### src/rtl/led_mode_sequencer.sv
// -----------------------------------------------------------------------------
// led_mode_sequencer
//
// Drives the three Pano front-panel LEDs from one of four display modes,
// selected by presses of PANO_BUTTON:
//   OFF     - all LEDs dark
//   COUNT   - 3-bit binary count, one step per display tick
//   CYCLE   - single lit LED rotating R -> B -> G, one step per display tick
//   BREATHE - all LEDs PWM-dimmed, duty ramping up and down once per period
//
// Internals: free-running tick prescaler, two-flop button synchronizer with
// a stable-count debouncer, the mode FSM and the PWM breathe engine.
//
// Optional build macro: LED_MODE_AUTO_ADVANCE_EN
//   When defined, the mode also advances by itself every AUTO_TICKS display
//   ticks (held off while the button is held down).
//
// Ports:
//   SYSCLK      in   system clock, every register is in this domain
//   RESET       in   asynchronous, active-high reset
//   PANO_BUTTON in   raw, asynchronous button input, 1 = pressed
//   LED_RED     out  registered LED drive, 1 = lit (led_reg[0])
//   LED_BLUE    out  registered LED drive, 1 = lit (led_reg[1])
//   LED_GREEN   out  registered LED drive, 1 = lit (led_reg[2])
//   MODE        out  current mode: 0 OFF, 1 COUNT, 2 CYCLE, 3 BREATHE
//   TICK        out  one-cycle pulse marking each display tick
// -----------------------------------------------------------------------------
module led_mode_sequencer #(
    parameter int TICK_DIV        = 25000000,
    parameter int DEBOUNCE_CYCLES = 250000,
    parameter int PWM_BITS        = 8,
    parameter int AUTO_TICKS      = 8
) (
    input  logic       SYSCLK,
    input  logic       RESET,
    input  logic       PANO_BUTTON,
    output logic       LED_RED,
    output logic       LED_BLUE,
    output logic       LED_GREEN,
    output logic [1:0] MODE,
    output logic       TICK
);

    localparam int TICK_W = $clog2(TICK_DIV);
    localparam int DB_W   = (DEBOUNCE_CYCLES > 1) ? $clog2(DEBOUNCE_CYCLES) : 1;

    // Elaboration-time parameter sanity checks.
    if (TICK_DIV < 2)        $error("TICK_DIV must be at least 2");
    if (DEBOUNCE_CYCLES < 1) $error("DEBOUNCE_CYCLES must be at least 1");
    if (PWM_BITS < 1)        $error("PWM_BITS must be at least 1");
    if (AUTO_TICKS < 1)      $error("AUTO_TICKS must be at least 1");

    typedef enum logic [1:0] {
        MODE_OFF     = 2'd0,
        MODE_COUNT   = 2'd1,
        MODE_CYCLE   = 2'd2,
        MODE_BREATHE = 2'd3
    } mode_t;

    function automatic mode_t next_mode(input mode_t m);
        case (m)
            MODE_OFF:   return MODE_COUNT;
            MODE_COUNT: return MODE_CYCLE;
            MODE_CYCLE: return MODE_BREATHE;
            default:    return MODE_OFF;
        endcase
    endfunction

    // -------------------------------------------------------------------------
    // Display tick prescaler: free-running, never disturbed by mode changes.
    // -------------------------------------------------------------------------
    logic [TICK_W-1:0] tick_cnt;
    logic              tick_last;

    assign tick_last = (tick_cnt == TICK_W'(TICK_DIV - 1));
    assign TICK      = tick_last;

    // NOTE: sequential state is written with <= so every flop samples the
    // pre-edge value of its neighbours, independent of block ordering.
    always_ff @(posedge SYSCLK or posedge RESET) begin
        if (RESET) begin
            tick_cnt <= '0;
        end else if (tick_last) begin
            tick_cnt <= '0;
        end else begin
            tick_cnt <= tick_cnt + 1'b1;
        end
    end

    // -------------------------------------------------------------------------
    // Button: two-flop synchronizer, then a debouncer that flips its output
    // only after DEBOUNCE_CYCLES consecutive samples disagree with it.
    // -------------------------------------------------------------------------
    logic            sync_a;
    logic            sync_b;
    logic            deb;
    logic            deb_q;
    logic [DB_W-1:0] stable_cnt;
    logic            press;

    always_ff @(posedge SYSCLK or posedge RESET) begin
        if (RESET) begin
            sync_a     <= 1'b0;
            sync_b     <= 1'b0;
            deb        <= 1'b0;
            deb_q      <= 1'b0;
            stable_cnt <= '0;
        end else begin
            sync_a <= PANO_BUTTON;
            sync_b <= sync_a;
            deb_q  <= deb;
            if (sync_b == deb) begin
                stable_cnt <= '0;
            end else if (stable_cnt == DB_W'(DEBOUNCE_CYCLES - 1)) begin
                deb        <= ~deb;
                stable_cnt <= '0;
            end else begin
                stable_cnt <= stable_cnt + 1'b1;
            end
        end
    end

    // Rising edge of the debounced level only; release and hold are silent.
    assign press = deb & ~deb_q;

    // -------------------------------------------------------------------------
    // PWM counter: free-running in every mode.
    // -------------------------------------------------------------------------
    logic [PWM_BITS-1:0] pwm_cnt;
    logic                pwm_wrap;

    assign pwm_wrap = &pwm_cnt;

    always_ff @(posedge SYSCLK or posedge RESET) begin
        if (RESET) begin
            pwm_cnt <= '0;
        end else begin
            pwm_cnt <= pwm_cnt + 1'b1;
        end
    end

    // -------------------------------------------------------------------------
    // Mode advance request: button press, optionally OR'ed with auto-advance.
    // -------------------------------------------------------------------------
    logic advance;

`ifdef LED_MODE_AUTO_ADVANCE_EN
    localparam int AUTO_W = (AUTO_TICKS > 1) ? $clog2(AUTO_TICKS) : 1;

    logic [AUTO_W-1:0] auto_cnt;
    logic              auto_adv;

    // Ticks are ignored entirely while the button is held down.
    assign auto_adv = tick_last & ~deb & (auto_cnt == AUTO_W'(AUTO_TICKS - 1));

    always_ff @(posedge SYSCLK or posedge RESET) begin
        if (RESET) begin
            auto_cnt <= '0;
        end else if (press) begin
            auto_cnt <= '0;
        end else if (tick_last && !deb) begin
            auto_cnt <= auto_adv ? '0 : auto_cnt + 1'b1;
        end
    end

    // A coincident press and auto-advance still move the mode by one step.
    assign advance = press | auto_adv;
`else
    assign advance = press;
`endif

    // -------------------------------------------------------------------------
    // Mode FSM, LED pattern register and breathe duty engine.
    // -------------------------------------------------------------------------
    mode_t               mode;
    logic [2:0]          led_reg;
    logic [PWM_BITS-1:0] duty;
    logic                duty_up;
    logic [2:0]          led_next;
    logic [2:0]          led_q;

    // NOTE: default first, so every path through the case assigns led_next
    // and no latch is inferred.
    always_comb begin
        led_next = 3'b000;
        case (mode)
            MODE_COUNT,
            MODE_CYCLE:   led_next = led_reg;
            MODE_BREATHE: led_next = {3{pwm_cnt < duty}};
            default:      led_next = 3'b000;
        endcase
    end

    always_ff @(posedge SYSCLK or posedge RESET) begin
        if (RESET) begin
            mode    <= MODE_COUNT;
            led_reg <= 3'b000;
            duty    <= '0;
            duty_up <= 1'b1;
            led_q   <= 3'b000;
        end else begin
            led_q <= led_next;
            if (advance) begin
                // Mode change has priority over any tick or PWM wrap in the
                // same cycle: only the entry values are loaded.
                mode    <= next_mode(mode);
                led_reg <= (next_mode(mode) == MODE_CYCLE) ? 3'b001 : 3'b000;
                duty    <= '0;
                duty_up <= 1'b1;
            end else begin
                case (mode)
                    MODE_COUNT: begin
                        if (tick_last) led_reg <= led_reg + 3'd1;
                    end
                    MODE_CYCLE: begin
                        if (tick_last) led_reg <= {led_reg[1:0], led_reg[2]};
                    end
                    MODE_BREATHE: begin
                        // Each endpoint is held for one extra period while
                        // the direction flips, giving 0..max, max..0.
                        if (pwm_wrap) begin
                            if (duty_up) begin
                                if (&duty) duty_up <= 1'b0;
                                else       duty    <= duty + 1'b1;
                            end else begin
                                if (duty == '0) duty_up <= 1'b1;
                                else            duty    <= duty - 1'b1;
                            end
                        end
                    end
                    default: led_reg <= 3'b000;
                endcase
            end
        end
    end

    assign LED_RED   = led_q[0];
    assign LED_BLUE  = led_q[1];
    assign LED_GREEN = led_q[2];
    assign MODE      = mode;

endmodule

### config.mk
export PLATFORM = sky130hd
export DESIGN_NAME = led_mode_sequencer
export DESIGN_NICKNAME = d
export VERILOG_FILES = /design/src/rtl/led_mode_sequencer.sv
export SDC_FILE = /design/constraint.sdc
export NUM_CORES = 1
export LEC_CHECK = 0
export CORE_ASPECT_RATIO = 0.75
export CORE_MARGIN = 2
export CORE_UTILIZATION = 28
export DETAILED_ROUTE_END_ITERATION = 10
export PLACE_DENSITY = 0.51
export SLEW_MARGIN = 30
export SYNTH_ARGS = -nofsm -noshare
export SYNTH_HDL_FRONTEND = slang
export SYNTH_SLANG_ARGS = --single-unit
### constraint.sdc
create_clock -name SYSCLK -period 2.86 [get_ports SYSCLK]
set_input_delay 0.572 -clock SYSCLK [delete_from_list [all_inputs] [get_ports SYSCLK]]
set_output_delay 0.572 -clock SYSCLK [all_outputs]
set_load 0.02 [all_outputs]
-- Word level (Yosys, flattened, before mapping)
Cells that the tools add are included.
- bits in registers: 72
- input bits: 3
- output and inout port bits: 6
- $add $sub $neg: 6
- magnitude comparators: 1
- equality and inequality tests: 12
- muxes and demuxes: 23
- bitwise operators: 4
- reductions and logical operators: 11
- operators by type and width (operator ; count):
    $mux 8 ; 6
    $mux 18 ; 2
    $add 25x1->25 const B ; 1
    $eq 25x25->1 const B ; 1
    $mux 25 ; 1
    $add 18x1->18 const B ; 1
    $eq 18x18->1 const B ; 1
    $add 8x1->8 const B ; 2
    $reduce_and 8->1 ; 2
    $ne 3x3->1 const B ; 4
    $mux 3 ; 3
    $pmux 3 s3 ; 1
    $logic_not 8->1 ; 1
    $lt 8x8->1 ; 1
    $sub 8x1->8 const B ; 1
    $mux 1 ; 7
    $eq 2x2->1 const B ; 3
    $pmux 2 s3 ; 1
    $pmux 3 s2 ; 1
    $reduce_and 2->1 ; 2
    $reduce_and 4->1 ; 1
    $reduce_bool 2->1 ; 2
    $add 3x1->3 const B ; 1
    $not 1->1 ; 3
    8 further kinds ; 8

-- Logic depth before layout (Yosys ltp)
- depth in word-level cells: 6
- gate-level depth with buffers: 8

-- Least setup slack after synthesis
Ideal clock, no wire load.
- kind: register -> output
- start: register tick_cnt[0]
- end: output TICK
- arrival time: 1.593 ns
- data required time: 2.288 ns
- setup slack: 0.695 ns
- cell stages (with the launch flop): 7
- path through: dfrtp_1 > ha_1 > and4_1 > nand2_1 > nor4_2 > buf_4 > buf_2
- longest elaborated chain between the ends: 1
- RTL lines (item ; line ; text):
    from (decl) ; 72 ; logic [TICK_W-1:0] tick_cnt;
    from (signal assigned) ; 86 ; tick_cnt <= tick_cnt + 1'b1;
    $eq 25x25->1 ; 75 ; assign tick_last = (tick_cnt == TICK_W'(TICK_DIV - 1));
    to (decl) ; 41 ; output logic TICK
No other way between the ends.

-- Worst setup path after layout
Ends and elaborated chain as after synthesis.

==> out/metrics.cfg <==
[synthesis]
ys.flop_type=dfrtp_1
synth_most_common_cell=dfrtp_1
synth_area_leaders=dfrtp_1 (46%), ha_1 (7.2%), xor2_1 (5.8%)
synthTopCellsByCount=dfrtp_1 (70), nor2_1 (50), nand2_1 (28)
synth_area_per_cell_sq_um=10.1
seq_area_frac_synth=0.475
synth-seq-cells=72
yosys_warnings=0
async_flop_share=1.00
synth_cells=378
syn_nets=404
syn_area_sq_um=3800
synth.top_cell.area_share=0.461
synth_area_leader_cell=dfrtp_1
ys_types=49
synth_edf_count=0

[setup_path]
end_kind=output pin
path_max_fanout=4
r2r-start=duty_up$_DFFE_PP1P_
critPathMaxStageDelay_ns=0.39
worst_ep_required_time_ns=2.29
cp-start-kind=register
worstSetupPathType=register to output pin
r2r_slack_ns=0.60
startpoint=tick_cnt[0]$_DFF_PP0_
arrival_ns=1.98
cp_cell_sequence=ha_1 -> and4_1 -> nand2_1 -> nor4_4 -> dlygate4sd2_1
slowest_stage=dfrtp_1

[timing]
skew_ns=0.00705
finalCritPeriodShare=0.893
hold_violations=0
maxSlewHeadroom=0.545
maxSlewViolCount=0
tightest_slew_ns=0.682
rsz0062_at_grt=no
setup_tns_ns=0
max_freq_ghz=0.392
min_period_ns=2.55
setup_violations=0

[die]
dieArea_sq_um=14500
start_util=0.290
rows=36
ios=9
dieHeight_um=105
core_area_sq_um=13100
dieWidth_um=139

[cells_and_area]
nets=422
drive_above_1_share=0.0973
largest_reg_flops=25
flow.area_growth_from_synthesis_pct=16.3
antenna_cells=0
reg_top3=tick_cnt (25), stable_cnt (18)
regMostFlops=tick_cnt

[clocking]
cts_buffers=9
clk_latency_ns=0.34
ctsHoldBuffers=0
clockBufferDepth=2
cts_max_level=3
cts.clk_slew.worst_paths_ns=0.06
tritoncts=done
cts_root_buffer=clkbuf_16
cts_sinks=72

[placement]
port_buffers=8
dp_hpwl_um=4930
routabilityCongestion=0.758

[grt]
grt_pass1_vias=2654
grt_pass1_wl_um=12400
grt_remaining_overflow=0
grtUsageTotal=0.105
grt_max_degree=30
antenna_found_initial=0

[route]
route.detailed.drc=0
wire_per_inst_um=12.3
totalWireLength_um=7040
avgViaCountPerCell=4.60
drt_iter0_drc=120
postRouteAntennaNets=0
num_vias=2633
dr.pass1.iters=4

[run_status]
status=complete, no violations

[job]
drv_cap=0

[power]
power_density_nw_per_um2=497
ir_drop_mv=0.257
finalPower_mw=2.20
leakagePower_nw=2.00

[min_path]
hold_path_startpoint=sync_a$_DFF_PP0_
hold_path_class=register to register

## report_power, final
part           total [mW]  internal, mW  leakage, nW  switching [mW]
Clock                1.13         0.700        0.141           0.433
Combinational      0.0383        0.0107        0.894          0.0277
Sequential           1.03          1.02        0.963         0.00332
## metal layers
metal / routed length [um] / global-route usage
met5: 0 / 0
met4: 109 / 0.0415
met3: 223 / 0.0302
met2: 2950 / 0.160
met1: 3750 / 0.141
## critical path, delay by kind of cell (launching register included)
family | cells | cell delay, ns
adders and majority gates | 1 | 0.24
buffers and inverters | 1 | 0.36
DFF | 1 | 0.39
and+or+nand+nor | 3 | 0.66
## cell type report
| class | count | area [sq um] |
|---|---|---|
| Timing Repair Buffer | 13 | 129 |
| Sequential cell | 72 | 1800 |
| Tap cell | 171 | 214 |
| Inverter | 20 | 75.1 |
| Clock buffer | 10 | 239 |
| Fill cell | 1304 | 8690 |
| Multi-Input combinational cell | 280 | 1890 |
| Clock inverter | 6 | 66.3 |
## kinds of logic (layout without fill, tap and decap cells)
kind of cell	Yosys count	count (layout)	synth area share
compound gates	43	43	0.0734
xor+xnor	46	46	0.106
fa+ha+maj	23	23	0.0777
buf+inv	26	49	0.0296
flops	72	72	0.475
mux	8	8	0.0221
simple gates	160	160	0.217
## stage by stage
step | std cells | instance area, sq um | utilization | hold slack (ns) | setup slack, ns
detailed placement | 556 | 4120 | 0.314 | 0.335 | 0.369
floorplan | 378 | 3800 | - | 0.331 | 0.466
global route | 572 | 4420 | 0.337 | 0.371 | 0.203
finish | 572 | 4420 | 0.337 | 0.346 | 0.306
global placement | 556 | 4120 | 0.314 | 0.340 | 0.397
CTS | 572 | 4420 | 0.337 | 0.347 | 0.284
## layout by cell type, fill, tap and decap left out, types with 3 or more instances in the layout
cell type,synthesis,routed
inv_1,20,19
nand4_1,9,9
xor2_1,25,25
clkdlybuf4s50_1,0,7
nor4_1,4,4
clkinvlp_4,0,3
o21ai_0,10,10
nor2b_1,5,5
buf_4,1,4
xnor2_1,21,21
a21oi_1,10,10
nand3_1,25,25
ha_1,22,22
mux2_2,3,3
nand2_1,28,28
dfrtp_1,70,70
nor2_1,50,50
nor3_1,6,6
nand2b_1,5,5
or3_1,6,6
and3_1,6,6
clkbuf_16,0,9
mux2i_1,5,5
a21o_1,6,6
## worst paths after layout
check	endpoint	cells past startpoint
min reg2reg	sync_b$_DFF_PP0_	0
max	TICK	5
min in group asynchronous	tick_cnt[3]$_DFF_PP0_	2
min	sync_b$_DFF_PP0_	0
max in group asynchronous	duty_up$_DFFE_PP1P_	3
max reg2reg	duty[6]$_DFFE_PP0P_	8
## repair_timing
action	in CTS	in global routing
gates resized for setup	1	0
setup buffers	0	0
setup endpoints to repair	1	0
(Power assumes the default switching activity.)
